`config.mk`:
```
export PLATFORM = sky130hd
export DESIGN_NAME = hw_module_perf_monitor_flat
export DESIGN_NICKNAME = d
export VERILOG_FILES = /design/src/rtl/hw_module_perf_monitor_if.sv /design/src/rtl/hw_module_perf_monitor.sv /design/src/flat_wrapper.sv
export SDC_FILE = /design/constraint.sdc
export NUM_CORES = 2
export LEC_CHECK = 0
export ABC_AREA = 1
export CORE_MARGIN = 4
export CORE_UTILIZATION = 35
export DETAILED_ROUTE_END_ITERATION = 16
export GPL_ROUTABILITY_DRIVEN = 0
export GPL_TIMING_DRIVEN = 0
export PLACE_DENSITY = 0.5
export SYNTH_ARGS = -nofsm -noshare
export SYNTH_HDL_FRONTEND = slang
export SYNTH_SLANG_ARGS = --single-unit
```
`constraint.sdc`:
```
create_clock -name i_clock -period 50.1 [get_ports i_clock]
set_input_delay 7.515 -clock i_clock [delete_from_list [all_inputs] [get_ports i_clock]]
set_output_delay 7.515 -clock i_clock [all_outputs]
set_load 0.03 [all_outputs]
```
`src/rtl/hw_module_perf_monitor_if.sv`:
```
// rtl/hw_module_perf_monitor_if.sv - ap_ctrl tap and statistics read bus for the perf monitor
interface hw_module_perf_monitor_if #(
    parameter int NUM_CH = 4,
    parameter int CNT_W  = 32
);
    logic [NUM_CH-1:0] ap_start;
    logic [NUM_CH-1:0] ap_ready;
    logic [NUM_CH-1:0] ap_done;
    logic [NUM_CH-1:0] ap_continue;
    logic              rd_en;
    logic [3:0]        rd_ch;
    logic [2:0]        rd_reg;
    logic [CNT_W-1:0]  rd_data;
    logic              rd_valid;

    modport master (
        output ap_start, ap_ready, ap_done, ap_continue,
        output rd_en, rd_ch, rd_reg,
        input  rd_data, rd_valid
    );

    modport slave (
        input  ap_start, ap_ready, ap_done, ap_continue,
        input  rd_en, rd_ch, rd_reg,
        output rd_data, rd_valid
    );
endinterface

```
`src/rtl/hw_module_perf_monitor.sv`:
```
// rtl/hw_module_perf_monitor.sv - per-channel ap_ctrl handshake statistics with registered read port
module hw_module_perf_monitor #(
    parameter int NUM_CH = 4,
    parameter int CNT_W  = 32
) (
    input  logic                    i_clock,
    input  logic                    i_reset,
    input  logic                    i_enable,
    input  logic                    i_clear,
    hw_module_perf_monitor_if.slave mon
);
    localparam logic [1:0] S_IDLE = 2'd0;
    localparam logic [1:0] S_BUSY = 2'd1;
    localparam logic [1:0] S_WAIT = 2'd2;

    localparam logic [CNT_W-1:0] C_ONE = {{(CNT_W-1){1'b0}}, 1'b1};
    localparam logic [CNT_W-1:0] C_ALL = {CNT_W{1'b1}};

    // Saturating increment: sticks at all-ones instead of wrapping.
    function automatic logic [CNT_W-1:0] f_sat_inc(input logic [CNT_W-1:0] v);
        return (&v) ? v : v + C_ONE;
    endfunction

    logic [1:0]        r_rst_sync;
    logic              w_rst_n;

    logic [1:0]        r_state      [NUM_CH];
    logic [CNT_W-1:0]  r_lat        [NUM_CH];
    logic [CNT_W-1:0]  r_ivl        [NUM_CH];
    logic [NUM_CH-1:0] r_ready_seen;

    logic [CNT_W-1:0]  r_txn        [NUM_CH];
    logic [CNT_W-1:0]  r_last_lat   [NUM_CH];
    logic [CNT_W-1:0]  r_min_lat    [NUM_CH];
    logic [CNT_W-1:0]  r_max_lat    [NUM_CH];
    logic [CNT_W-1:0]  r_last_ivl   [NUM_CH];
    logic [CNT_W-1:0]  r_stall      [NUM_CH];
    logic [CNT_W-1:0]  r_ovl        [NUM_CH];
    logic [NUM_CH-1:0] r_min_valid;
    logic [NUM_CH-1:0] r_ivl_valid;

    logic [NUM_CH-1:0] w_start;
    logic [NUM_CH-1:0] w_done;
    logic [NUM_CH-1:0] w_stall;
    logic [NUM_CH-1:0] w_ovl;
    logic [CNT_W-1:0]  w_lat_done   [NUM_CH];
    logic [CNT_W-1:0]  w_rd_mux;

    logic [CNT_W-1:0]  r_rd_data;
    logic              r_rd_valid;

    // Reset asserts asynchronously and releases two clocks later, in step with the clock.
    always_ff @(posedge i_clock or negedge i_reset) begin
        if (!i_reset) r_rst_sync <= 2'b00;
        else          r_rst_sync <= {r_rst_sync[0], 1'b1};
    end
    assign w_rst_n = r_rst_sync[1];

    // Per-channel event decode: start, completion, stall cycle, overlapped start and latency at done.
    always_comb begin
        w_start = '0;
        w_done  = '0;
        w_stall = '0;
        w_ovl   = '0;
        for (int c = 0; c < NUM_CH; c++) begin
            w_start[c]    = (r_state[c] == S_IDLE) && mon.ap_start[c];
            w_done[c]     = mon.ap_done[c] && (w_start[c] || (r_state[c] == S_BUSY));
            w_lat_done[c] = w_start[c] ? C_ONE : f_sat_inc(r_lat[c]);
            w_stall[c]    = (r_state[c] == S_WAIT);
            w_ovl[c]      = ((r_state[c] == S_BUSY) || (r_state[c] == S_WAIT)) &&
                            r_ready_seen[c] && mon.ap_start[c] && mon.ap_ready[c];
        end
    end

    // Handshake FSMs and running counters; these ignore enable and clear so in-flight work is tracked.
    always_ff @(posedge i_clock or negedge w_rst_n) begin
        if (!w_rst_n) begin
            r_ready_seen <= '0;
            for (int c = 0; c < NUM_CH; c++) begin
                r_state[c] <= S_IDLE;
                r_lat[c]   <= '0;
                r_ivl[c]   <= '0;
            end
        end else begin
            for (int c = 0; c < NUM_CH; c++) begin
                r_ivl[c] <= w_start[c] ? '0 : f_sat_inc(r_ivl[c]);
                case (r_state[c])
                    S_IDLE: begin
                        if (mon.ap_start[c]) begin
                            r_lat[c]        <= C_ONE;
                            r_ready_seen[c] <= mon.ap_ready[c];
                            if (mon.ap_done[c])
                                r_state[c] <= mon.ap_continue[c] ? S_IDLE : S_WAIT;
                            else
                                r_state[c] <= S_BUSY;
                        end
                    end
                    S_BUSY: begin
                        r_lat[c] <= f_sat_inc(r_lat[c]);
                        if (mon.ap_ready[c])
                            r_ready_seen[c] <= 1'b1;
                        if (mon.ap_done[c])
                            r_state[c] <= mon.ap_continue[c] ? S_IDLE : S_WAIT;
                    end
                    S_WAIT: begin
                        if (mon.ap_continue[c])
                            r_state[c] <= S_IDLE;
                    end
                    default: r_state[c] <= S_IDLE;
                endcase
            end
        end
    end

    // Statistic registers: clear has priority over any same-cycle event, enable gates every update.
    always_ff @(posedge i_clock or negedge w_rst_n) begin
        if (!w_rst_n) begin
            r_min_valid <= '0;
            r_ivl_valid <= '0;
            for (int c = 0; c < NUM_CH; c++) begin
                r_txn[c]      <= '0;
                r_last_lat[c] <= '0;
                r_min_lat[c]  <= C_ALL;
                r_max_lat[c]  <= '0;
                r_last_ivl[c] <= '0;
                r_stall[c]    <= '0;
                r_ovl[c]      <= '0;
            end
        end else if (i_clear) begin
            r_min_valid <= '0;
            r_ivl_valid <= '0;
            for (int c = 0; c < NUM_CH; c++) begin
                r_txn[c]      <= '0;
                r_last_lat[c] <= '0;
                r_min_lat[c]  <= C_ALL;
                r_max_lat[c]  <= '0;
                r_last_ivl[c] <= '0;
                r_stall[c]    <= '0;
                r_ovl[c]      <= '0;
            end
        end else begin
            for (int c = 0; c < NUM_CH; c++) begin
                if (w_start[c])
                    r_ivl_valid[c] <= 1'b1;
                if (i_enable) begin
                    if (w_done[c]) begin
                        r_txn[c]       <= f_sat_inc(r_txn[c]);
                        r_last_lat[c]  <= w_lat_done[c];
                        r_min_valid[c] <= 1'b1;
                        if (w_lat_done[c] < r_min_lat[c]) r_min_lat[c] <= w_lat_done[c];
                        if (w_lat_done[c] > r_max_lat[c]) r_max_lat[c] <= w_lat_done[c];
                    end
                    if (w_start[c] && r_ivl_valid[c])
                        r_last_ivl[c] <= f_sat_inc(r_ivl[c]);
                    if (w_stall[c])
                        r_stall[c] <= f_sat_inc(r_stall[c]);
                    if (w_ovl[c])
                        r_ovl[c] <= f_sat_inc(r_ovl[c]);
                end
            end
        end
    end

    // Read select; channels beyond NUM_CH match nothing and read as zero.
    always_comb begin
        w_rd_mux = '0;
        for (int c = 0; c < NUM_CH; c++) begin
            if (mon.rd_ch == 4'(c)) begin
                case (mon.rd_reg)
                    3'd0:    w_rd_mux = r_txn[c];
                    3'd1:    w_rd_mux = r_last_lat[c];
                    3'd2:    w_rd_mux = r_min_lat[c];
                    3'd3:    w_rd_mux = r_max_lat[c];
                    3'd4:    w_rd_mux = r_last_ivl[c];
                    3'd5:    w_rd_mux = r_stall[c];
                    3'd6:    w_rd_mux = r_ovl[c];
                    default: w_rd_mux = {{(CNT_W-3){1'b0}}, r_min_valid[c], r_state[c]};
                endcase
            end
        end
    end

    // Registered read port: data captured from the request cycle, valid pulses one cycle later.
    always_ff @(posedge i_clock or negedge w_rst_n) begin
        if (!w_rst_n) begin
            r_rd_data  <= '0;
            r_rd_valid <= 1'b0;
        end else begin
            r_rd_valid <= mon.rd_en;
            if (mon.rd_en)
                r_rd_data <= w_rd_mux;
        end
    end

    assign mon.rd_data  = r_rd_data;
    assign mon.rd_valid = r_rd_valid;
endmodule

```
`src/flat_wrapper.sv`:
```
// flat-port wrapper written by rule: the top's interface ports become plain ports
module hw_module_perf_monitor_flat 
#(
    parameter int NUM_CH = 4,
    parameter int CNT_W  = 32
)
  (i_clock, i_reset, i_enable, i_clear, mon_ap_start, mon_ap_ready, mon_ap_done, mon_ap_continue, mon_rd_en, mon_rd_ch, mon_rd_reg, mon_rd_data, mon_rd_valid);
  hw_module_perf_monitor_if #(.NUM_CH(NUM_CH), .CNT_W(CNT_W)) mon_i ();
  input  logic i_clock;
  input  logic i_reset;
  input  logic i_enable;
  input  logic i_clear;
  input wire logic [$bits(mon_i.ap_start)-1:0] mon_ap_start;
  input wire logic [$bits(mon_i.ap_ready)-1:0] mon_ap_ready;
  input wire logic [$bits(mon_i.ap_done)-1:0] mon_ap_done;
  input wire logic [$bits(mon_i.ap_continue)-1:0] mon_ap_continue;
  input wire logic [$bits(mon_i.rd_en)-1:0] mon_rd_en;
  input wire logic [$bits(mon_i.rd_ch)-1:0] mon_rd_ch;
  input wire logic [$bits(mon_i.rd_reg)-1:0] mon_rd_reg;
  output wire logic [$bits(mon_i.rd_data)-1:0] mon_rd_data;
  output wire logic [$bits(mon_i.rd_valid)-1:0] mon_rd_valid;
  assign mon_i.ap_start = mon_ap_start;
  assign mon_i.ap_ready = mon_ap_ready;
  assign mon_i.ap_done = mon_ap_done;
  assign mon_i.ap_continue = mon_ap_continue;
  assign mon_i.rd_en = mon_rd_en;
  assign mon_i.rd_ch = mon_rd_ch;
  assign mon_i.rd_reg = mon_rd_reg;
  assign mon_rd_data = mon_i.rd_data;
  assign mon_rd_valid = mon_i.rd_valid;
  hw_module_perf_monitor #(.NUM_CH(NUM_CH), .CNT_W(CNT_W)) u_core (.i_clock(i_clock), .i_reset(i_reset), .i_enable(i_enable), .i_clear(i_clear), .mon(mon_i));
endmodule
```
# Word level (Yosys, flattened, before mapping)
# Cells that the tools add are included.
[word_totals]
ff_bits = 1207
latch_bits = 0
ram_bits = 0
mem_bits_ro = 0
in_bits = 28
out_inout_bits = 33
word_cells = 424
memories = 0
[op_classes]
add_sub_neg = 20
n_mul = 0
n_div = 0
n_lt_le_gt_ge = 8
eq_ne = 45
shifts = 0
mux = 165
n_bitwise = 0
n_reduce_logical = 131
[op_table]
columns = ["cell", "n"]
rows = [
  ["$mux 32", 100],
  ["$mux 128", 7],
  ["$pmux 32 s7", 4],
  ["$add 32x1->32 const B", 20],
  ["$reduce_and 32->1", 20],
  ["$pmux 32 s2", 4],
  ["$gt 32x32->1", 4],
  ["$lt 32x32->1", 4],
  ["$reduce_and 3->1", 28],
  ["$reduce_bool 2->1", 33],
  ["$ne 2x2->1 const B", 28],
  ["$mux 2", 20],
  ["$logic_and 1x1->1", 24],
  ["$pmux 2 s3", 4],
  ["$reduce_and 2->1", 12],
  ["$mux 1", 20],
  ["$eq 3x3->1 const B", 3],
  ["$eq 2x1->1 const B", 4],
  ["$eq 2x2->1 const B", 4],
  ["$eq 4x2->1 const B", 2],
  ["$logic_not 2->1", 4],
  ["$logic_or 1x1->1", 8],
  ["$mux 4", 2],
  ["$pmux 1 s2", 4],
  ["5 further kinds", 6],
]

# Longest topological paths before layout
[logic_depth]
ltp_word = 8
depth_mapped = 28
mapped_depth_nobuf = 27

# Least setup slack after synthesis
# Ideal clock, no wire load.
[synth_timing]
kind = "input -> register"
start = "in mon_ap_start[0]"
end = "reg u_core.r_max_lat[101] in the netlist's numbering"
setup_ps = 118
t_arrival_ps = 9936
required_ps = 49982
setup_slack_ps = 40046
stages = 19
n_path_buf = 4
path_cell_list = "nand2_1 > buf_2 > buf_1 > buf_1 > nand2_1 > inv_1 > ha_1 > nand2_1 > inv_1 > nand3_1 > nor3_1 > nand4_1 > nor3_1 > nand2_1 > nand3_2 > nand2_2 > buf_6 > nand3_1 > nand2_1"
[synth_between]
elab_chain_cells = 6
word_cells_on_any_way = 12
classes_between = "order compare: 1; mux: 5; reduce/logical: 6"
[synth_lines]
columns = ["item", "line_no", "rtl"]
rows = [
  ["from (decl)", "flat_wrapper.sv:13", "input wire logic [$bits(mon_i.ap_start)-1:0] mon_ap_start;"],
  ["$logic_and 1x1->1 *", "hw_module_perf_monitor.sv:66", "w_start[c] = (r_state[c] == S_IDLE) && mon.ap_start[c];"],
  ["branches (longest 5 deep; another with $gt 32x32->1)", "n/a", ""],
  ["to (signal, indexed assignment)", "hw_module_perf_monitor.sv:124", "r_max_lat[c] <= '0;"],
  ["to (signal, indexed assignment)", "hw_module_perf_monitor.sv:136", "r_max_lat[c] <= '0;"],
  ["to (decl)", "hw_module_perf_monitor.sv:35", "logic [CNT_W-1:0] r_max_lat [NUM_CH];"],
]
# Every way passes the cells marked *. The select of a mux whose other input is x is not followed.
# A chain may end at the register's enable or synchronous reset.

# Final worst setup path
[layout_timing]
start = "in mon_rd_reg[1]"
end = "reg u_core.r_rd_data[20], in the netlist u_core.mon.rd_data[20]"
[layout_between]
elab_chain_cells = 6
word_cells_on_any_way = 15
classes_between = "eq/ne: 6; mux: 8; reduce/logical: 1"
[layout_lines]
columns = ["item", "line_no", "rtl"]
rows = [
  ["from (decl)", "flat_wrapper.sv:19", "input wire logic [$bits(mon_i.rd_reg)-1:0] mon_rd_reg;"],
  ["$eq 3x3->1 (tied with other cells)", "hw_module_perf_monitor.sv:169", "case (mon.rd_reg)"],
  ["$pmux 32 s7", "hw_module_perf_monitor.sv:169", ""],
  ["$mux 32 (3 in series)", "hw_module_perf_monitor.sv:168", "if (mon.rd_ch == 4'(c)) begin"],
  ["$mux 32 *", "hw_module_perf_monitor.sv:168", ""],
  ["to (signal assigned)", "hw_module_perf_monitor.sv:191", "r_rd_data <= w_rd_mux;"],
  ["to (decl)", "hw_module_perf_monitor.sv:49", "logic [CNT_W-1:0] r_rd_data;"],
]
# Mark *: on every way between the ends. The rest lies on a longest branch, timed or not.

==> qor.txt <==
Status: finished with violations
Failing checks: max-capacitance violations, max-slew violations
Setup WS post-layout: 36.88 ns
Worst slack at placement: 36.70 ns
Syn_area_per_cell: 7.47 um2
Tot Pwr: 2.89 mW
Slew HR: -12.0%
Reg2Reg Setup Slack: 44.85 ns
Met2 usage: 45.7%
Die Y: 469 um
Post-Route WL: 359000 um
Top-area cell type share of the netlist area: 36.3%
Drt via density: 5.75
Worst setup SP type: input pin
Post-synth top area cell: dfrtp_1
CTS buffer count: 153
CP endpoint kind: flip-flop
Fill cells: 21900
Max Clk Rate: 0.0756 GHz
Final setup vio count: 0
Gr ovfl total: 0
Distinct cells, synth: 68
RSZ-0062 raised after global routing: false
Synthesized net count: 10300
Total number of vias: 75800
All-Layer GR Usage: 31.9%
Residual DRC: 0
Placed cell area: 79400 um2
Clock Skew: 0.0501 ns
Async S/R FF share, synth: 100%
Yosys warning total: 0
Mapped Cells: 9965
Post-CTS setup buffers: 0
Ranking of synthesized cells by area: dfrtp_1 (36%), nand2_1 (11%), inv_1 (6.8%)
Most common cell in the synthesized netlist: nand2_1
HP Class: flip-flop to async pin
Port buffer count: 60
Share of post-route cells with drive strength above 1: 6.57%
Max clock buf depth: 3
Routed Antenna Nets: 0
Synthesized area: 74400 um2
Number of global-route vias before repair: 71100
Number of top-level pins: 61
Starting Density: 35.1%
Met1 GRT Util: 41.3%
Most frequent cells after synthesis: nand2_1 (2271), inv_1 (1343), dfrtp_1 (1079), nor2_1 (939), nand3_1 (624)
FP Rows: 169
Pre-Repair DR Iteration Count: 8
VDD IR max: 0.0000282 V
Root buffer cell: clkbuf_16
H-Tree Depth: 4
Initial DRC Count: 9550
CTS Sinks: 1207
Nets: 10500
Die X-Extent: 469 um
Core ar.: 212000 um2
Die ar.: 220000 um2
HPWL Detailed: 277000 um
Maxcap violations: 24
GRT Max-Usage Layer: met2
First-pass GRT wire length: 509000 um
GR Util met3: 10.1%
Hold_buf cts: 0
Util after Layout: 40.0%
CTS tree: done
Post-route cell area: 84800 um2
Worst slew pin tran: 1.68 ns
Minimum clock period: 13.22 ns
Post-synth EDFFs: 0
Clock transition at the registers of the reported paths: 0.07 ns
Sequential share of the synthesized area: 40.8%
Setup Crit Path Kind: input pin to flip-flop
Power Density: 34.1 nW/um2
Worst path required time: 50.80 ns
Fin. max-slew vios: 253
Largest net degree at the start of global routing: 70
Area grow syn2layout: 14.0%
Initial antenna violation count: 21
Crit-path max FO: 10
Final Hold Fails: 0
Ys flop type: dfrtp_1
Wire length per cell: 27.2 um
Cts repair resizes: 0
Flops & latches, synth: 1207
Crit path DAT: 13.92 ns
Leak: 36.7 nW
Final Cycle Share: 26.4%
Skew-Pair Late Insertion Delay: 0.85 ns
critical path, cell delays in order:
cell	delay [ns]
clkdlybuf4s50_1	0.74
inv_1	0.15
nand3_1	0.20
clkbuf_1	1.15
buf_1	1.06
o22ai_1	0.36
nor4_1	1.08
o221ai_1	0.65
o21ai_0	0.88
nand2_1	0.10
area by class of cell:
cell class / instances / area [um2] / share of cell area [%]
Multi-Input combinational cell: 7003 / 37200 / 43.9
Timing Repair Buffer: 102 / 1450 / 1.71
Clock buffer: 221 / 4430 / 5.22
Sequential cell: 1207 / 30400 / 35.8
Inverter: 1360 / 5100 / 6.02
Tap cell: 2821 / 3530 / 4.16
Buffer: 395 / 1820 / 2.14
Antenna cell: 12 / 30.0 / 0.0354
Clock inverter: 59 / 896 / 1.06
path summary, 6_finish.rpt:
check | from | endpoint | depth (start not counted)
worst max-delay path | mon_rd_reg[1] | u_core.mon.rd_data[20]$_DFFE_PN0P_ | 10
worst min-delay path | u_core.r_rst_sync[1]$_DFF_PN0_ | u_core.r_ivl[71]$_DFF_PN0_ | 0
worst max register to register | u_core.r_state[4]$_DFFE_PN0P_ | u_core.r_max_lat[85]$_DFFE_PN0P_ | 20
worst min register to register | u_core.r_rst_sync[1]$_DFF_PN0_ | u_core.r_ivl[71]$_DFF_PN0_ | 0
max in group asynchronous | i_reset | u_core.r_rst_sync[1]$_DFF_PN0_ | 1
min in group i_clock | u_core.r_rst_sync[0]$_DFF_PN0_ | u_core.r_rst_sync[1]$_DFF_PN0_ | 0
layout by cell type (no fill, tap or decap), types with 21 or more instances in the layout:
master,count
a21oi_1,381
nand4_1,199
a21o_1,26
clkdlybuf4s50_1,60
xnor2_1,74
nor4_1,154
clkbuf_1,279
clkbuf_8,24
xor2_1,247
dfrtp_1,1078
dfstp_2,128
buf_2,50
nand2_2,37
nor3_1,361
nor2_1,939
o221ai_1,51
buf_6,25
ha_1,268
buf_1,42
mux2_2,27
nand2_1,2271
clkbuf_16,158
nand3_1,624
clkbuf_2,32
o22ai_1,320
a221oi_1,55
inv_1,1343
o31ai_1,119
bufinv_16,21
buf_16,25
a211oi_1,57
a22o_1,28
clkinv_2,25
o21ai_0,494
sequential cells by signal, indices dropped and copies added (netlist names), 8 cells and up:
register,flops
u_core.r_ivl,128
u_core.r_last_ivl,128
u_core.r_last_lat,128
u_core.r_lat,128
u_core.r_max_lat,128
u_core.r_min_lat,128
u_core.r_ovl,128
u_core.r_stall,128
u_core.r_txn,128
u_core.mon.rd_data,32
u_core.r_state,8
layer usage:
metal | wire length [um] | part of all wire [%]
met5 | 123 | 0.034
met4 | 27800 | 7.8
met3 | 40500 | 11
met2 | 146000 | 41
met1 | 144000 | 40
logic make-up after synthesis:
kind of cell,Yosys count,share of synthesized area [%]
and+or+nand+nor,4693,27.3
xor gates and xnor gates,321,3.78
buffers and inverters,1755,9.24
other,1,0.00504
DFF,1207,40.8
AOI/OAI and AO/OA,1685,13.9
adders and majority gates,268,4.51
muxes,35,0.516
report_power, final:
part | internal (mW) | switching (mW) | total, mW
Combinational | 0.144 | 0.468 | 0.611
Sequential | 1.03 | 0.0419 | 1.08
Clock | 0.723 | 0.480 | 1.20
Total | 1.90 | 0.990 | 2.89
through the flow:
| stage | setup TNS [ns] | hold WS [ns] | instances |
|---|---|---|---|
| 6_report | 0 | 0.246 | 13200 |
| 3_5_place_dp | 0 | 0.267 | 12900 |
| 3_3_place_gp | -2972.59 | 0.336 | 12800 |
| 4_1_cts | 0 | 0.263 | 13200 |
| 2_1_floorplan | 0 | 0.331 | 9965 |
| 5_1_grt | 0 | 0.284 | 13200 |
(Power assumes the default switching activity.)
